### config.mk
export PLATFORM = sky130hd
export DESIGN_NAME = seven_seg_display_driver
export DESIGN_NICKNAME = d
export VERILOG_FILES = /design/src/rtl/display_pkg.sv /design/src/rtl/bin2bcd_seq.sv /design/src/rtl/seven_seg_display_driver.sv
export SDC_FILE = /design/constraint.sdc
export NUM_CORES = 1
export LEC_CHECK = 0
export ABC_AREA = 1
export CORE_ASPECT_RATIO = 0.8
export CORE_MARGIN = 2
export CORE_UTILIZATION = 45
export CTS_BUF_LIST = sky130_fd_sc_hd__clkbuf_2 sky130_fd_sc_hd__clkbuf_4 sky130_fd_sc_hd__clkbuf_8
export DETAILED_ROUTE_END_ITERATION = 16
export GPL_TIMING_DRIVEN = 0
export PLACE_DENSITY = 0.69
export SETUP_SLACK_MARGIN = 0.2
export SLEW_MARGIN = 20
export SYNTH_ARGS = -nofsm -noshare
export SYNTH_HDL_FRONTEND = slang
export SYNTH_SLANG_ARGS = --single-unit
### constraint.sdc
create_clock -name clk -period 2.4 [get_ports clk]
set_input_delay 0.36 -clock clk [delete_from_list [all_inputs] [get_ports clk]]
set_output_delay 0.36 -clock clk [all_outputs]
set_load 0.01 [all_outputs]
### src/rtl/display_pkg.sv
// Shared definitions for the seven-segment display driver: FSM encoding,
// saturation limit and active-low segment patterns ({g,f,e,d,c,b,a}).
package display_pkg;

   typedef enum logic [1:0] {
      IDLE    = 2'd0,
      CONVERT = 2'd1,
      UPDATE  = 2'd2
   } state_e;

   localparam logic [15:0] SAT_MAX = 16'd9999;

   localparam logic [6:0] SEG_0   = 7'b1000000;
   localparam logic [6:0] SEG_1   = 7'b1111001;
   localparam logic [6:0] SEG_2   = 7'b0100100;
   localparam logic [6:0] SEG_3   = 7'b0110000;
   localparam logic [6:0] SEG_4   = 7'b0011001;
   localparam logic [6:0] SEG_5   = 7'b0010010;
   localparam logic [6:0] SEG_6   = 7'b0000010;
   localparam logic [6:0] SEG_7   = 7'b1111000;
   localparam logic [6:0] SEG_8   = 7'b0000000;
   localparam logic [6:0] SEG_9   = 7'b0010000;
   localparam logic [6:0] SEG_OFF = 7'b1111111;

   function automatic logic [6:0] seg_decode(input logic [3:0] digit);
      case (digit)
         4'd0:    return SEG_0;
         4'd1:    return SEG_1;
         4'd2:    return SEG_2;
         4'd3:    return SEG_3;
         4'd4:    return SEG_4;
         4'd5:    return SEG_5;
         4'd6:    return SEG_6;
         4'd7:    return SEG_7;
         4'd8:    return SEG_8;
         4'd9:    return SEG_9;
         default: return SEG_OFF;
      endcase
   endfunction

endpackage

### src/rtl/bin2bcd_seq.sv
// Sequential double-dabble converter: 16-bit binary to four BCD digits,
// one bit per cycle MSB first; the first shift happens on the start edge.
module bin2bcd_seq (
   input  logic        clk,
   input  logic        rst_n,
   input  logic        start_i,
   input  logic [15:0] bin_i,
   output logic        busy_o,
   output logic        done_o,
   output logic [15:0] bcd_o
);

   logic [15:0] bin_q, bin_d;
   logic [15:0] bcd_q, bcd_d;
   logic [3:0]  cnt_q, cnt_d;
   logic        busy_q, busy_d;
   logic        done_q, done_d;

   // Add 3 to every BCD digit >= 5, then shift the whole {bcd, bin} left.
   function automatic logic [31:0] dd_step(input logic [31:0] acc);
      logic [31:0] adj;
      adj = acc;
      for (int i = 0; i < 4; i++) begin
         adj[16 + 4*i +: 4] = (adj[16 + 4*i +: 4] >= 4'd5) ?
                              adj[16 + 4*i +: 4] + 4'd3 : adj[16 + 4*i +: 4];
      end
      return {adj[30:0], 1'b0};
   endfunction

   // Next-state logic: load-and-shift on start, then 15 further shifts.
   always_comb begin
      bin_d  = bin_q;
      bcd_d  = bcd_q;
      cnt_d  = cnt_q;
      busy_d = busy_q;
      done_d = 1'b0;
      if (busy_q) begin
         {bcd_d, bin_d} = dd_step({bcd_q, bin_q});
         cnt_d = cnt_q + 4'd1;
         if (cnt_q == 4'd15) begin
            busy_d = 1'b0;
            done_d = 1'b1;
         end else begin
            busy_d = 1'b1;
         end
      end else if (start_i) begin
         {bcd_d, bin_d} = dd_step({16'd0, bin_i});
         cnt_d  = 4'd1;
         busy_d = 1'b1;
      end else begin
         busy_d = 1'b0;
      end
   end

   // Converter state registers.
   always_ff @(posedge clk or negedge rst_n) begin
      if (!rst_n) begin
         bin_q  <= 16'd0;
         bcd_q  <= 16'd0;
         cnt_q  <= 4'd0;
         busy_q <= 1'b0;
         done_q <= 1'b0;
      end else begin
         bin_q  <= bin_d;
         bcd_q  <= bcd_d;
         cnt_q  <= cnt_d;
         busy_q <= busy_d;
         done_q <= done_d;
      end
   end

   assign busy_o = busy_q;
   assign done_o = done_q;
   assign bcd_o  = bcd_q;

endmodule

### src/rtl/seven_seg_display_driver.sv
// Four-digit multiplexed seven-segment driver fed by a binary count.
// Optional macro LEADING_ZERO_BLANK_EN blanks leading zero digits.
module seven_seg_display_driver
   import display_pkg::*;
#(
   parameter int unsigned REFRESH_DIV = 50000
) (
   input  logic        clk,
   input  logic        rst_n,
   input  logic [15:0] value_in,
   input  logic        value_valid,
   output logic        busy,
   output logic        overflow,
   output logic [3:0]  an_n,
   output logic [6:0]  seg_n,
   output logic        dp_n
);

   localparam int unsigned CW = (REFRESH_DIV > 2) ? $clog2(REFRESH_DIV) : 1;
   localparam logic [CW-1:0] REFRESH_MAX = CW'(REFRESH_DIV - 1);

   state_e        state_q;
   logic          busy_q, overflow_q;
   logic [15:0]   digits_q;
   logic [CW-1:0] refresh_q, refresh_d;
   logic [1:0]    scan_q, scan_d;
   logic [3:0]    an_n_q;
   logic [6:0]    seg_n_q, seg_next_s;
   logic [3:0]    blank_s;
   logic [15:0]   sat_s, bcd_s;
   logic          start_s, conv_busy_s, conv_done_s;

   assign sat_s   = (value_in > SAT_MAX) ? SAT_MAX : value_in;
   assign start_s = (state_q == IDLE) && value_valid && !conv_busy_s;

   bin2bcd_seq u_bin2bcd (
      .clk     (clk),
      .rst_n   (rst_n),
      .start_i (start_s),
      .bin_i   (sat_s),
      .busy_o  (conv_busy_s),
      .done_o  (conv_done_s),
      .bcd_o   (bcd_s)
   );

   // Control FSM; strobes outside IDLE are simply dropped.
   always_ff @(posedge clk or negedge rst_n) begin
      if (!rst_n) begin
         state_q    <= IDLE;
         busy_q     <= 1'b0;
         overflow_q <= 1'b0;
         digits_q   <= 16'd0;
      end else begin
         case (state_q)
            IDLE: begin
               if (start_s) begin
                  state_q    <= CONVERT;
                  busy_q     <= 1'b1;
                  overflow_q <= (value_in > SAT_MAX);
               end
            end
            CONVERT: begin
               if (conv_done_s) state_q <= UPDATE;
            end
            UPDATE: begin
               digits_q <= bcd_s;
               busy_q   <= 1'b0;
               state_q  <= IDLE;
            end
            default: begin
               state_q <= IDLE;
               busy_q  <= 1'b0;
            end
         endcase
      end
   end

`ifdef LEADING_ZERO_BLANK_EN
   // A digit is blank when it and every more significant digit are zero.
   always_comb begin
      blank_s    = 4'b0000;
      blank_s[3] = (digits_q[15:12] == 4'd0);
      blank_s[2] = blank_s[3] && (digits_q[11:8] == 4'd0);
      blank_s[1] = blank_s[2] && (digits_q[7:4] == 4'd0);
   end
`else
   assign blank_s = 4'b0000;
`endif

   // Free-running refresh divider; display updates never disturb it.
   always_comb begin
      if (refresh_q == REFRESH_MAX) begin
         refresh_d = {CW{1'b0}};
         scan_d    = scan_q + 2'd1;
      end else begin
         refresh_d = refresh_q + CW'(1);
         scan_d    = scan_q;
      end
   end

   assign seg_next_s = blank_s[scan_q] ? SEG_OFF : seg_decode(digits_q[{scan_q, 2'b00} +: 4]);

   // Scan state plus registered anode/segment outputs, all on one edge.
   always_ff @(posedge clk or negedge rst_n) begin
      if (!rst_n) begin
         refresh_q <= {CW{1'b0}};
         scan_q    <= 2'd0;
         an_n_q    <= 4'b1110;
         seg_n_q   <= SEG_0;
      end else begin
         refresh_q <= refresh_d;
         scan_q    <= scan_d;
         an_n_q    <= ~(4'b0001 << scan_q);
         seg_n_q   <= seg_next_s;
      end
   end

   assign busy     = busy_q;
   assign overflow = overflow_q;
   assign an_n     = an_n_q;
   assign seg_n    = seg_n_q;
   assign dp_n     = 1'b1;

endmodule

==> impl_metrics.yaml, run 1 <==
status:
  status: "finished clean"
layout:
  diodes: 0
  area_growth_pct: 15.0
  n_fill_cell: 935
  drive_gt1_share_pct: 9.05
  fin_nets: 630
global_routing:
  grt_use_met2_pct: 27.7
  antenna_found_initial: 0
  grt_overflow: 0
  grtUsageMet1_pct: 22.2
  grt_pass1_wl_um: 14500
  grt.busiest_layer: "met2"
  grt_max_degree: 45
  grtUsageTotal_pct: 16.9
  gr-usage-met3_pct: 4.38
  first_global_vias: 3277
power:
  vdd_ir_drop_max_uv: 307
  power_frac_seq_pct: 43.4
  p_leak_nw: 2.57
  swShare_pct: 37.8
  power_frac_clock_pct: 17.8
  p_per_area_nw_per_um2: 983
  internal-power_w: 0.00311
  power_w: 0.00500
  switching_power_w: 0.00189
  power_frac_comb_pct: 38.8
worst_setup_path:
  start_kind: "register"
  cp-end-kind: "output port"
  required_ns: 2.04
  cpLargestDelayFamily: "flip-flops"
  rr_endpoint: "seg_n[3]$_DFF_PN0_"
  worstPathCellList: "clkdlybuf4s50_1"
  timing.rr.start: "scan_q[0]$_DFFE_PN0N_"
  slowest_delay_ns: 0.53
  crit_type: "register to output port"
  r2r_cells: 11
  cp.arrival_ns: 1.41
  critPathSlowestCell: "dfstp_2"
  crit_buf_inv: 1
  crit_fanout: 1
  r2r_setup_slack_ns: 0.73
route:
  dr.pass1.iters: 4
  first_iter_violations: 212
  routed_wl_um: 8270
  vias: 3444
  wl_per_cell_um: 11.5
  drc: 0
  vias_per_cell: 4.81
  postRouteAntennaNets: 0
clocking:
  ctsResizeCount: 0
  clk_pin_slew_ns: 0.08
  cts.sinks: 86
  cts_setup_buffers: 0
  root_buffer: "clkbuf_8"
  cts_tree: "built"
  cts_buffer_depth: 2
  clk_latency_ns: 0.35
  htreeDepth: 3
  cts_buffers: 9
placed_design:
  post-dp-hpwl_um: 6190
  gp_congestion: 0.836
  portBuffers: 31
timing:
  hold_viol: 0
  tns_ns: 0
  min_period_ns: 1.77
  setup_viol: 0
  tightest_slew_ns: 0.548
  slew_viol_final: 0
  finClkSkew_ns: 0.00648
  fmax_ghz: 0.566
  slew_headroom_pct: 63.5
  rsz0062_at_grt: "false"
  fin_crit_sh_pct: 73.6
hold_path:
  hp-class: "register to register"
  hold_depth: 1
  hp-start: "u_bin2bcd.done_o$_DFF_PN0_"
  hold_path_end: "state_q[0]$_DFFE_PN0P_"
yosys:
  yosysTopAreaCell: "dfrtp_1"
  yosys.area_share.adder_pct: 5.38
  synth_top_family_by_area: "simple AND/OR/NAND/NOR gates"
  synth.area.top_cells: "dfrtp_1 46%, nand2_1 12%, inv_1 7.1%"
  yosysSeqAreaShare_pct: 48.8
  syn_area_um2: 4420
  async_flop_share_pct: 100
  synthXorXnorAreaFrac_pct: 2.18
  ys.flop_type: "dfrtp_1"
  postSynthAreaPerCell_um2: 8.06
  synth.distinct_cells: 34
  synth-seq-cells: 86
  yosysWarnings: 0
  synth_top_area_share_pct: 46.4
  yosysMostFrequentCell: "nand2_1"
  synthMuxAreaShare_pct: 0
  synthCells: 548
  synth-compound-area-share_pct: 8.61
  syn-num-nets: 586
  yosys.area_share.simple_pct: 25.1
  synthTopCellsByCount: "143 x nand2_1, 84 x inv_1, 82 x dfrtp_1"
  synth_edf_count: 0
die:
  start_util_pct: 46.0
  die_w_um: 115
  fp.coreArea_um2: 9610
  num_io_pins: 33
  fp.dieArea_um2: 10600
  fp.dieH_um: 92.6
  row_count: 32
run:
  max_cap_violations: 0
## layout make-up
type / count / area, µm² / area share (%)
multi-input combinational: 359 / 1830 / 35.9
clock inverter: 5 / 25.0 / 0.492
inverter: 89 / 343 / 6.74
tap: 119 / 149 / 2.93
timing repair buffer: 33 / 345 / 6.79
buffer: 14 / 92.6 / 1.82
clock buffer: 11 / 145 / 2.86
sequential: 86 / 2160 / 42.4
## sequential cells by signal, summed over array words and instances (netlist names)
name,cells
state_q,2
u_bin2bcd.bin_q,15
refresh_q,16
an_n,4
u_bin2bcd.busy_o,1
seg_n,7
overflow,1
busy,1
digits_q,16
u_bin2bcd.bcd_o,16
u_bin2bcd.done_o,1
scan_q,2
u_bin2bcd.cnt_q,4
## layout by cell type (no fill, tap or decap), types with 4 or more instances in the layout
| cell | synthesis | layout |
|---|---|---|
| nand4_1 | 7 | 7 |
| dfrtp_1 | 82 | 82 |
| o21ai_0 | 40 | 40 |
| o22ai_1 | 17 | 17 |
| dfstp_2 | 4 | 4 |
| clkdlybuf4s50_1 | 0 | 30 |
| clkbuf_8 | 0 | 10 |
| nand2_1 | 143 | 143 |
| clkinv_2 | 1 | 6 |
| nor2_1 | 51 | 51 |
| nand3_1 | 40 | 40 |
| buf_4 | 5 | 6 |
| a21oi_1 | 6 | 6 |
| buf_2 | 5 | 5 |
| inv_1 | 84 | 84 |
| ha_1 | 19 | 19 |
| nand2_2 | 8 | 8 |
| xor2_1 | 10 | 10 |
## metal layers
layer,up-vias,share of wire (%)
met1,1555,50
li1,1804,-
met4,0,1.2
met5,-,0
met3,9,4.4
met2,76,44
## power by group through the flow
stage	Clock, W	Sequential, W	Combinational [W]
after floorplan	0	0.00217	0.00140
after global placement	0	0.00219	0.00186
after detailed placement	0	0.00220	0.00195
after CTS	0.000929	0.00217	0.00195
after global routing	0.000995	0.00223	0.00227
final	0.000888	0.00217	0.00194
## worst max-delay path by stage
stage | depth (start not counted) | to | from
2_1_floorplan | 11 | seg_n[3]$_DFF_PN0_ | scan_q[0]$_DFFE_PN0N_
3_3_place_gp | 1 | u_bin2bcd.bcd_o[9]$_DFFE_PN0P_ | rst_n
3_5_place_dp | 8 | u_bin2bcd.bin_q[9]$_DFFE_PN0P_ | value_in[14]
4_1_cts | 1 | an_n[2] | an_n[2]$_DFF_PN1_
5_1_grt | 8 | seg_n[6]$_DFF_PN1_ | scan_q[1]$_DFFE_PN0N_
6_report | 1 | an_n[2] | an_n[2]$_DFF_PN1_
## per-stage QoR
step / instances / worst slack [ns] / area (µm²) / hold slack (ns) / utilization, %
after global routing: 716 / 0.548 / 5080 / 0.494 / 52.9
after detailed placement: 699 / 0.689 / 4900 / 0.385 / 51.0
after global placement: 698 / -2.07 / 4880 / 0.441 / 50.8
after CTS: 716 / 0.608 / 5080 / 0.463 / 52.9
after floorplan: 548 / 0.885 / 4420 / 0.0644 / -
final: 716 / 0.634 / 5080 / 0.459 / 52.9
## timing repair
action,CTS,global route
endpoints found under the hold margin,7,0
endpoints found under the setup margin,0,0
hold buffers,1,0
## kinds of logic after synthesis
family / after synthesis
buffers and inverters: 103
adder cells (fa/ha/maj): 19
AND/OR/NAND/NOR: 259
other: 1
flip-flops: 86
AO/OA/AOI/OAI: 69
XOR/XNOR: 11
Note: power is estimated with default switching activity, not from simulation.
==> inputs of run 2 (changes only) <==
==> constraint.sdc (replaced) <==
create_clock -name clk -period 1.8 [get_ports clk]
set_input_delay 0.27 -clock clk [delete_from_list [all_inputs] [get_ports clk]]
set_output_delay 0.27 -clock clk [all_outputs]
set_load 0.01 [all_outputs]
==> run 2 against run 1 <==
Effect of this change: setup slack got worse by 0.40 ns; sequential cell count did not move; utilization rose by 1.8 points; combinational power rose by 46%; critical path depth rose by 10; critical path type is now register to register; largest cell class unchanged; largest power group unchanged; highest routed layer unchanged.
==> impl_metrics.yaml, run 2 (synthesis gave the netlist of run 1 again) <==
status:
  status: "finished clean"
timing:
  hold_viol: 0
  fin_crit_sh_pct: 87.2
  min_period_ns: 1.57
  rsz0062_at_grt: "true"
  slew_headroom_pct: 63.5
  setup_viol: 0
  tns_ns: 0
  fin_hold_ws_ns: 0.438
  finClkSkew_ns: 0.00578
  fmax_ghz: 0.637
  slew_viol_final: 0
  tightest_slew_ns: 0.547
worst_setup_path:
  start_kind: "register"
  cp.arrival_ns: 1.81
  crit_fanout: 8
  cp-end-kind: "register"
  crit_type: "register to register"
  required_ns: 2.04
layout:
  diodes: 0
  layout_common_cells: "137 x nand2_1, 81 x inv_1, 81 x dfrtp_1, 50 x nor2_1, 40 x o21ai_0"
  drive_gt1_share_pct: 13.7
  area_growth_pct: 18.9
  fin_nets: 639
  final_area_um2: 5260
  finalCoreUtilization_pct: 54.7
  layout_commonest_cell: "nand2_1"
route:
  dr.pass1.iters: 4
  wl_per_cell_um: 11.8
  drc: 0
  postRouteAntennaNets: 0
  vias: 3497
  vias_per_cell: 4.82
  first_iter_violations: 192
  routed_wl_um: 8570
die:
  row_count: 32
  die_w_um: 115
  num_io_pins: 33
  fp.coreArea_um2: 9610
  fp.dieArea_um2: 10600
  fp.dieH_um: 92.6
  start_util_pct: 46.0
clocking:
  cts_buffer_depth: 2
  clk_latency_ns: 0.35
  cts_tree: "built"
  clk_pin_slew_ns: 0.08
  root_buffer: "clkbuf_8"
  cts_buffers: 9
  htreeDepth: 3
  cts.sinks: 86
power:
  vdd_ir_drop_max_uv: 409
  power_w: 0.00691
  p_per_area_nw_per_um2: 1320
  p_leak_nw: 2.62
placed_design:
  postPlaceCellArea_um2: 4900
  post-dp-hpwl_um: 6190
  gp_congestion: 0.836
  portBuffers: 31
hold_path:
  hp-class: "primary input to async pin"
global_routing:
  grt_max_degree: 45
  grt_pass1_wl_um: 14600
  first_global_vias: 3312
  grtUsageTotal_pct: 17.1
  grt_overflow: 0
  antenna_found_initial: 0
run:
  max_cap_violations: 0
run 2: changes by cell type in the layout (fill, tap and decap cells not counted), sizes merged:
| cell | delta |
|---|---|
| buf | +9 |
| clkdlybuf4s50 | -4 |
| dlygate4sd2 | +4 |
run 2: area by class of cell:
cell class / count / area (µm²)
fill: 927 / 4350
clock buffer: 11 / 145
sequential: 86 / 2160
clock inverter: 5 / 25.0
tap: 119 / 149
inverter: 89 / 345
timing repair buffer: 42 / 422
buffer: 14 / 92.6
multi-input combinational: 359 / 1920
run 2: layer usage:
| metal | up-vias | routed length [µm] | track usage [%] |
|---|---|---|---|
| met1 | 1600 | 4240 | 22.3 |
| met5 | - | 0 | 0 |
| li1 | 1820 | - | - |
| met4 | 0 | 94 | 5.32 |
| met3 | 8 | 361 | 4.45 |
| met2 | 69 | 3880 | 27.9 |
run 2: where the power goes:
part / internal (W) / leakage [nW] / total, W / switching, W
clock network: 0.000543 / 0.0961 / 0.00119 / 0.000644
logic: 0.00118 / 1.45 / 0.00283 / 0.00165
registers: 0.00256 / 1.07 / 0.00290 / 0.000340
run 2: worst max-delay path, cell delays in order, from the launching register on:
cell     delay [ns]
dfrtp_1        0.43
buf_6          0.16
inv_8          0.07
nand2_2        0.04
nand2_1        0.06
nand2_1        0.05
nand2_2        0.13
inv_4          0.07
ha_4           0.27
nand3_4        0.07
nand3_2        0.06
nand2_1        0.05
run 2: what timing repair did:
item                                   4_1_cts  5_1_grt
hold buffers                                 1        0
gates cloned                                 1        0
resized for setup                            7       23
endpoints found under the hold margin       38        0
setup endpoints to repair                    9        8
pin swaps                                    1       14
setup buffers                                4        4
run 2: path summary, 6_finish.rpt:
| path | startpoint | to | slack, ns | depth (start not counted) |
|---|---|---|---|---|
| max | scan_q[0]$_DFFE_PN0N_ | seg_n[3]$_DFF_PN0_ | 0.23 | 11 |
| min | rst_n | refresh_q[13]$_DFF_PN0_ | 0.44 | 2 |
| max reg2reg | scan_q[0]$_DFFE_PN0N_ | seg_n[3]$_DFF_PN0_ | 0.23 | 11 |
| min reg2reg | u_bin2bcd.done_o$_DFF_PN0_ | state_q[0]$_DFFE_PN0P_ | 0.46 | 1 |
| max in group asynchronous | rst_n | u_bin2bcd.done_o$_DFF_PN0_ | 0.76 | 3 |
| min in group clk | u_bin2bcd.done_o$_DFF_PN0_ | state_q[0]$_DFFE_PN0P_ | 0.46 | 1 |
run 2: per-stage QoR:
step | cells | worst slack, ns
6_report | 725 | 0.230
5_1_grt | 725 | 0.146
4_1_cts | 721 | 0.164
3_5_place_dp | 699 | 0.124
3_3_place_gp | 698 | -2.58
2_1_floorplan | 548 | 0.285
